`config.mk`:
```
export PLATFORM = sky130hd
export DESIGN_NAME = seg7_scan_driver
export DESIGN_NICKNAME = d
export VERILOG_FILES = /design/src/rtl/seg7_pkg.sv /design/src/rtl/bcd_to_seg7.sv /design/src/rtl/seg7_scan_driver.sv
export SDC_FILE = /design/constraint.sdc
export NUM_CORES = 1
export LEC_CHECK = 0
export CORE_MARGIN = 4
export CORE_UTILIZATION = 55
export CTS_BUF_LIST = sky130_fd_sc_hd__clkbuf_2 sky130_fd_sc_hd__clkbuf_4 sky130_fd_sc_hd__clkbuf_8
export CTS_CLUSTER_DIAMETER = 40
export DETAILED_ROUTE_END_ITERATION = 12
export DONT_BUFFER_PORTS = 1
export GPL_ROUTABILITY_DRIVEN = 0
export PLACE_DENSITY = 0.73
export SLEW_MARGIN = 30
export SYNTH_ARGS = -nofsm -noshare
export SYNTH_HDL_FRONTEND = slang
export SYNTH_SLANG_ARGS = --single-unit
```
`constraint.sdc`:
```
create_clock -name clk -period 1.9 [get_ports clk]
set_input_delay 0.285 -clock clk [delete_from_list [all_inputs] [get_ports clk]]
set_output_delay 0.285 -clock clk [all_outputs]
set_load 0.05 [all_outputs]
```
`src/rtl/seg7_pkg.sv`:
```
// Shared constants for the 7-segment scan driver: glyphs, digit indexing, helpers.
package seg7_pkg;

  localparam int unsigned DIG_W      = 2;
  localparam int unsigned NUM_DIGITS = 4;
  localparam int unsigned BCD_W      = 4;
  localparam int unsigned SEG_W      = 7;

  // Glyphs are active-high, bit order {g,f,e,d,c,b,a}
  localparam logic [SEG_W-1:0] SEG_0    = 7'h3F;
  localparam logic [SEG_W-1:0] SEG_1    = 7'h06;
  localparam logic [SEG_W-1:0] SEG_2    = 7'h5B;
  localparam logic [SEG_W-1:0] SEG_3    = 7'h4F;
  localparam logic [SEG_W-1:0] SEG_4    = 7'h66;
  localparam logic [SEG_W-1:0] SEG_5    = 7'h6D;
  localparam logic [SEG_W-1:0] SEG_6    = 7'h7D;
  localparam logic [SEG_W-1:0] SEG_7    = 7'h07;
  localparam logic [SEG_W-1:0] SEG_8    = 7'h7F;
  localparam logic [SEG_W-1:0] SEG_9    = 7'h6F;
  localparam logic [SEG_W-1:0] SEG_DASH = 7'h40;
  localparam logic [SEG_W-1:0] SEG_OFF  = 7'h00;

  // Slot carrying the decimal point (m0) and the leading digit (m1)
  localparam logic [DIG_W-1:0] DIG_DP = 2'd2;
  localparam logic [DIG_W-1:0] DIG_M1 = 2'd3;

  // One-hot anode pattern (active-high) for a digit index
  function automatic logic [NUM_DIGITS-1:0] dig_onehot(input logic [DIG_W-1:0] idx);
    return NUM_DIGITS'(1) << idx;
  endfunction

endpackage

```
`src/rtl/bcd_to_seg7.sv`:
```
// Combinational BCD to 7-segment glyph decoder; codes 10-15 render as a dash.
module bcd_to_seg7
  import seg7_pkg::*;
(
  input  logic [BCD_W-1:0] bcd,
  output logic [SEG_W-1:0] seg_c
);

  // Glyph lookup
  always_comb begin
    seg_c = SEG_DASH;
    case (bcd)
      4'd0:    seg_c = SEG_0;
      4'd1:    seg_c = SEG_1;
      4'd2:    seg_c = SEG_2;
      4'd3:    seg_c = SEG_3;
      4'd4:    seg_c = SEG_4;
      4'd5:    seg_c = SEG_5;
      4'd6:    seg_c = SEG_6;
      4'd7:    seg_c = SEG_7;
      4'd8:    seg_c = SEG_8;
      4'd9:    seg_c = SEG_9;
      default: seg_c = SEG_DASH;
    endcase
  end

endmodule

```
`src/rtl/seg7_scan_driver.sv`:
```
// Time-multiplexed 4-digit 7-segment driver showing MM.SS with frame-aligned
// shadow capture of the input digits and a per-slot anti-ghost guard interval.
// Optional build macro: LEADING_ZERO_BLANK_EN blanks the m1 digit when it is 0.
module seg7_scan_driver
  import seg7_pkg::*;
#(
  parameter int unsigned SCAN_DIV       = 100_000,
  parameter int unsigned GUARD_CYCLES   = 16,
  parameter bit          ACTIVE_LOW_OUT = 1'b1
) (
  input  logic       clk,
  input  logic       reset_n,
  input  logic [3:0] s0,
  input  logic [3:0] s1,
  input  logic [3:0] m0,
  input  logic [3:0] m1,
  output logic [3:0] an,
  output logic [6:0] seg,
  output logic       dp
);

  localparam int unsigned        CNT_W     = $clog2(SCAN_DIV);
  localparam int unsigned        SHADOW_W  = NUM_DIGITS * BCD_W;
  localparam logic [CNT_W-1:0]   CNT_LAST  = CNT_W'(SCAN_DIV - 1);
  localparam logic [CNT_W-1:0]   GUARD_LIM = CNT_W'(GUARD_CYCLES);
  localparam logic [DIG_W-1:0]   IDX_LAST  = DIG_W'(NUM_DIGITS - 1);
  localparam logic [NUM_DIGITS-1:0] AN_IDLE  = {NUM_DIGITS{ACTIVE_LOW_OUT}};
  localparam logic [SEG_W-1:0]      SEG_IDLE = {SEG_W{ACTIVE_LOW_OUT}};

  logic [CNT_W-1:0]      cnt_q,    cnt_d;
  logic [DIG_W-1:0]      idx_q,    idx_d;
  logic [SHADOW_W-1:0]   shadow_q, shadow_d;
  logic [NUM_DIGITS-1:0] an_q,     an_d;
  logic [SEG_W-1:0]      seg_q,    seg_d;
  logic                  dp_q,     dp_d;

  logic                  wrap_c;
  logic                  guard_c;
  logic                  blank_c;
  logic [BCD_W-1:0]      digit_c;
  logic [SEG_W-1:0]      glyph_c;
  logic [NUM_DIGITS-1:0] an_act_c;
  logic [SEG_W-1:0]      seg_act_c;
  logic                  dp_act_c;

  assign wrap_c  = (cnt_q == CNT_LAST);
  assign guard_c = (cnt_q < GUARD_LIM);
  assign digit_c = shadow_q[{idx_q, 2'b00} +: BCD_W];

  bcd_to_seg7 u_dec (
    .bcd   (digit_c),
    .seg_c (glyph_c)
  );

  // Slot counter, digit index and frame-boundary shadow capture
  always_comb begin
    cnt_d    = cnt_q + CNT_W'(1);
    idx_d    = idx_q;
    shadow_d = shadow_q;
    if (wrap_c) begin
      cnt_d = '0;
      idx_d = idx_q + DIG_W'(1);
      if (idx_q == IDX_LAST) begin
        shadow_d = {m1, m0, s1, s0};
      end
    end
  end

  // Slot output in active-high terms, then pin polarity applied
  always_comb begin
`ifdef LEADING_ZERO_BLANK_EN
    blank_c = (idx_q == DIG_M1) && (digit_c == BCD_W'(0));
`else
    blank_c = 1'b0;
`endif
    an_act_c  = '0;
    seg_act_c = SEG_OFF;
    dp_act_c  = 1'b0;
    if (!guard_c && !blank_c) begin
      an_act_c  = dig_onehot(idx_q);
      seg_act_c = glyph_c;
    end
    if (!guard_c) begin
      dp_act_c = (idx_q == DIG_DP);
    end
    an_d  = ACTIVE_LOW_OUT ? ~an_act_c  : an_act_c;
    seg_d = ACTIVE_LOW_OUT ? ~seg_act_c : seg_act_c;
    dp_d  = ACTIVE_LOW_OUT ? ~dp_act_c  : dp_act_c;
  end

  // State and output registers; reset drives every pin to its inactive level
  always_ff @(posedge clk or negedge reset_n) begin
    if (!reset_n) begin
      cnt_q    <= '0;
      idx_q    <= '0;
      shadow_q <= '0;
      an_q     <= AN_IDLE;
      seg_q    <= SEG_IDLE;
      dp_q     <= ACTIVE_LOW_OUT;
    end else begin
      cnt_q    <= cnt_d;
      idx_q    <= idx_d;
      shadow_q <= shadow_d;
      an_q     <= an_d;
      seg_q    <= seg_d;
      dp_q     <= dp_d;
    end
  end

  assign an  = an_q;
  assign seg = seg_q;
  assign dp  = dp_q;

endmodule

```
-- Word-level counts from Yosys, hierarchy flattened
Memory sizes are Yosys's and may differ from the RTL's.
Index checks and enable logic that the tools add are counted.
W data, S select, Z words.
- $lt $le $gt $ge: 1
- muxes and demuxes: 4
- add/sub/neg operators: 2
- bitwise operators: 3
- shift operators: 2
- equality and inequality tests: 3
- reduce and logical (&&, ||, !) cells: 1
- operators by type and width (kind ; number):
    $add A17 B1 Y17 const B ; 1
    $eq A17 B17 Y1 const B ; 1
    $lt A17 B5 Y1 const B ; 1
    $mux W17 ; 1
    $shiftx A16 B5 Y4 ; 1
    $mux W7 ; 1
    $not A7 Y7 ; 1
    $eq A2 B2 Y1 const B ; 2
    $mux W4 ; 1
    $not A4 Y4 ; 1
    $shl A1 B2 Y4 const A ; 1
    $add A2 B1 Y2 const B ; 1
    $reduce_and A2 Y1 ; 1
    $mux W1 ; 1
    $not A1 Y1 ; 1
- bits in read-only memories: 112
- memories kept: 1
- bits in registers: 47
- word-level logic and storage cells: 23
- output and inout port bits: 12
- memories (memory ; words ; bits a word ; read ports ; clocked after Yosys merged registers in ; wr ports ; line ; source):
    (name not given) ; 16 ; 7 ; 1 ; 0 ; 0 ; bcd_to_seg7.sv:12 ; case (bcd)

-- Longest topological paths before layout
An unclocked memory read counts as a cell.
- depth after elaboration: 4
- gate-level depth with buffers: 7
- depth with buffers taken out: 6

-- Hierarchy
A second synthesis with hierarchy kept.
- cells, all modules: 183
- area, all modules: 2253.4 um^2
- by module, submodules not included (module ; seq. area each (um^2) ; cells each ; times used ; area each (um^2)):
    seg7_scan_driver ; 1164.9 ; 154 ; 1 ; 2020.7
    bcd_to_seg7 ; 0.0 ; 29 ; 1 ; 232.7

-- Least setup slack after synthesis
No wires, ideal clock.
- path kind: register to register
- start: register idx_q[0]
- end: register seg_q[3] (netlist: seg[3])
- arrival time: 1.900 ns
- path slack: -0.096 ns
- cell stages (with the launch flop): 7
- clock period less this slack: 1.996 ns
- cell sequence: dfrtp_1 > clkbuf_1 > mux4_2 > ha_1 > or2_2 > a21oi_1 > o21ai_0
- word-level cells in the longest chain between the ends: 4
- ends and longest elaborated chain (item ; line ; source):
    start: declaration ; seg7_scan_driver.sv:31 ; logic [DIG_W-1:0] idx_q, idx_d;
    start signal: assignment ; seg7_scan_driver.sv:102 ; idx_q <= idx_d;
    $shiftx A16 B5 Y4 ; seg7_scan_driver.sv:48 ; assign digit_c = shadow_q[{idx_q, 2'b00} +: BCD_W];
    $mem_v2 Z16 W7 ; n/a ;
    $mux W7 ; seg7_scan_driver.sv:79 ; if (!guard_c && !blank_c) begin
    $not A7 Y7 ; seg7_scan_driver.sv:87 ; seg_d = ACTIVE_LOW_OUT ? ~seg_act_c : seg_act_c;
    named net seg_d[3] ; seg7_scan_driver.sv:34 ; logic [SEG_W-1:0] seg_q, seg_d;
    end signal: assignment ; seg7_scan_driver.sv:105 ; seg_q <= seg_d;
    end: declaration ; seg7_scan_driver.sv:34 ;
The timed path passes the listed nets, and every way through them passes these cells.
A chain may end at the register's enable or synchronous reset.

-- Worst setup path after layout
- start: register cnt_q[12]
- end: register shadow_q[10]
- word-level cells in the longest chain between the ends: 2
- ends and longest elaborated chain (item ; line ; source):
    start: declaration ; seg7_scan_driver.sv:30 ; logic [CNT_W-1:0] cnt_q, cnt_d;
    start signal: assignment ; seg7_scan_driver.sv:101 ; cnt_q <= cnt_d;
    $eq A17 B17 Y1 ; seg7_scan_driver.sv:46 ; assign wrap_c = (cnt_q == CNT_LAST);
    $reduce_and A2 Y1 (no line) ; n/a ;
    end signal: assignment ; seg7_scan_driver.sv:103 ; shadow_q <= shadow_d;
    end: declaration ; seg7_scan_driver.sv:32 ; logic [SHADOW_W-1:0] shadow_q, shadow_d;
Every way passes these cells.

==> out/qor.txt <==
================================================================================
Clock root buffer .................................................     clkbuf_8
Leakage power .....................................................      1.11 nW
Run status ........................................................ finished, final reports clean
Max frequency .....................................................      531 MHz
Clock sink count ..................................................           46
Worst clock skew on the final layout ..............................    0.0112 ns
Number of vias after detailed routing .............................         1362
Ports .............................................................           30
Slowest cell on crit path .........................................        or4_4
Cells taking the most area after synthesis ........................ dfrtp_1 (40%), dfstp_2 (13%), mux2_4 (6.8%)
Worst min-delay path category .....................................       in2reg
Count of final max-slew check failures ............................            0
Area share of the largest cell type after synthesis ...............        39.7%
Std-Cell Rows .....................................................           22
Power density cells ...............................................  719 mW/mm^2
Share of async-settable or async-resettable flops after synthesis .         100%
CTS buffer count ..................................................            5
Count of cells along the worst register-to-register path ..........            5
Global-route wire length before repair ............................      7120 um
Initial standard-cell utilization of the core .....................        58.5%
Die Footprint ..................................................... 0.00509 sq mm
Part of the cycle the worst path needs ............................        99.1%
Routed length per placed instance .................................      16.9 um
Antenna-violating nets left .......................................            0
Count of antenna diodes in the layout .............................            0
Detail Placement HPWL .............................................      2900 um
Number of antenna violations at the first check in global routing .            0
Count of input and output buffers .................................            0
Global route overflow .............................................            0
Net switching power figure ........................................   0.000421 W
Wire length after detailed routing ................................      4060 um
Worst R2R Start ................................................... cnt_q[12]$_DFF_PN0_
DR iter-0 viols ...................................................           65
Largest area contributor in the synthesized netlist ...............      dfrtp_1
Largest stage delay, worst path ...................................      0.55 ns
Largest driver fanout on the critical path ........................           16
Cell count after synthesis ........................................          176
Clk Latency, worst-skew pair ......................................      0.30 ns
Die extent in y ...................................................      71.3 um
Placed inst area .................................................. 0.00233 sq mm
Critical Path Source .............................................. cnt_q[12]$_DFF_PN0_
Post-CTS Setup Bufs ...............................................            0
Count of synthesis-stage warnings from yosys ......................            0
Combinational power share .........................................         5.3%
TritonCTS clock tree ..............................................          yes
Number of nets at the end of the flow .............................          220
Critical path capture point type ..................................         flop
Number of H-tree levels ...........................................            2
Critical Path, Cell by Cell ....................................... or4_4 -> nor4_4 -> nand3_4 -> buf_12 -> mux2_4
Kind of cell adding the most delay to the critical path ........... simple AND/OR/NAND/NOR gates
WP data arrival ...................................................      2.07 ns
Total negative slack ..............................................         0 ns
Synthesis-to-layout area growth ...................................        12.8%
Net count after synthesis .........................................          205
Endpoints failing setup ...........................................            0
Slew of the pin with the lowest slew margin .......................     0.489 ns
Crit path launch type .............................................         flop
Most frequent cells in the layout ................................. dfrtp_1 (34), nand2_1 (12), nor2_1 (11), dfstp_2 (11)
Hold-critical path endpoint ....................................... shadow_q[12]$_DFFE_PN0P_
Source of the worst hold timing path ..............................        m1[0]
Netlist area before placement ..................................... 0.00221 sq mm
Fraction of power spent switching nets ............................        23.5%
Number of synthesized register bits ...............................           46
Horizontal die dimension ..........................................      71.3 um
Avg Vias per Cell .................................................         5.68
Tot Pwr ...........................................................    0.00179 W
R2r setup slk .....................................................      0.02 ns
Worst Path Class, Setup ...........................................      reg2reg
Power share of the sequential group ...............................        60.1%
Most used DFF post-synth ..........................................      dfrtp_1
Endpoints failing hold ............................................            0
Max VDD drop ......................................................   0.000505 V
Normalized max-slew margin ........................................        67.4%
Clock group share of total power ..................................        34.6%
Post-Synthesis Mean Instance Area .................................   12.5 sq um
Unrepaired setup endpoints after global routing ...................          yes
Total stage count of the critical path ............................            5
DR DRC count ......................................................            0
Buffering stage count on the worst path with inverters included ...            1
Overall track demand over capacity in global routing ..............        18.0%
Largest net degree at the start of global routing .................           47
Final Instance Area ............................................... 0.00249 sq mm
Post-layout min period ............................................      1.88 ns
Core Footprint .................................................... 0.00377 sq mm
Most common cell after layout, fill and taps aside ................      dfrtp_1
Max Cap Viol ......................................................            0
Count of flip-flops with a built-in enable after synthesis ........            0
Cell variety after synth ..........................................           36
Worst slack on hold paths .........................................     0.122 ns
Reg clk slew, reported paths ......................................      0.09 ns
Maximum buffer depth of the clock tree ............................            2
Endpoint of the lowest-slack register-to-register path ............ shadow_q[10]$_DFFE_PN0P_
Sequential-to-total area share from yosys stat ....................        52.8%
Layout cells sized above 1 ........................................        32.8%
Drt pass-1 iters ..................................................            4
CP Data Required Time .............................................      2.09 ns
Number of global-route vias before repair .........................         1498
Internal power of the cells .......................................    0.00137 W
Cells on Worst Hold Path ..........................................            1
================================================================================
-- layer usage --
| metal | vias to the layer above | track usage (%) | wire length, um |
|---|---|---|---|
| li1 | 645 | - | - |
| met1 | 674 | 22.4 | 1710 |
| met2 | 35 | 29.5 | 2080 |
| met3 | 8 | 4.63 | 194 |
| met4 | 0 | 8.14 | 76 |
| met5 | - | 0 | 0 |
-- cell usage after synthesis, drive strengths merged (2+ instances only) --
cell,instances
ha,11
nand2,12
and3,3
and4,2
nor3,2
nand3,9
xor2,4
or4,2
mux2,16
nor2,11
a21oi,7
o21ai,7
mux4,4
xnor2,10
nor4,2
and2,3
clkbuf,3
dfstp,11
nand4,4
dfrtp,35
inv,7
buf,3
-- area by class of cell --
type	instances	area (sq um)
fillers	268	1280
repair buffers	14	148
clock buffers	8	91.3
multi-input cells	117	998
flip-flops and latches	46	1170
well taps	48	60.1
inverters	7	26.3
-- kinds of logic (layout without fill, tap and decap cells) --
kind of cell    after synthesis  count (layout)  share of synthesized area (%)
compound gates               17              17                           4.31
xor+xnor                     14              14                           5.56
fa+ha+maj                    11              11                           6.24
buf+inv                      13              29                           2.78
flops                        46              46                           52.8
mux                          21              21                           14.4
simple gates                 54              54                           13.9
-- per-stage QoR --
step	setup WS [ns]	std cells	utilization (%)
final	0.0171	240	66.0
after global routing	-0.0394	240	66.0
after CTS	0.00306	240	65.5
after detailed placement	-0.0241	230	61.9
after global placement	0.0460	230	61.9
after floorplan	-0.0385	176	-
-- how the worst max path moves through the flow --
stage	endpoint	slack, ns
4_1_cts	shadow_q[10]$_DFFE_PN0P_	0.003
5_1_grt	shadow_q[14]$_DFFE_PN0P_	-0.04
3_5_place_dp	cnt_q[15]$_DFF_PN0_	-0.02
2_1_floorplan	shadow_q[10]$_DFFE_PN0P_	-0.04
6_report	shadow_q[10]$_DFFE_PN0P_	0.02
3_3_place_gp	cnt_q[15]$_DFF_PN0_	0.05
-- repair_timing --
action	CTS	global route
resized for setup	2	8
endpoints found under the hold margin	46	0
setup endpoints to repair	10	27
pin swaps	0	0
hold buffers	2	0
-- power groups by stage --
stage	registers, W	logic [W]	clock network, W
2_1_floorplan	0.00109	0.0000555	0
3_3_place_gp	0.00109	0.0000633	0
3_5_place_dp	0.00110	0.0000670	0
4_1_cts	0.00108	0.0000958	0.000631
5_1_grt	0.00108	0.000107	0.000688
6_report	0.00108	0.0000952	0.000620
-- state kept, by name, indices dropped and copies added, names as in the netlist --
register  cells
an            4
idx_q         2
shadow_q     16
cnt_q        17
seg           7
(Power assumes the default switching activity.)
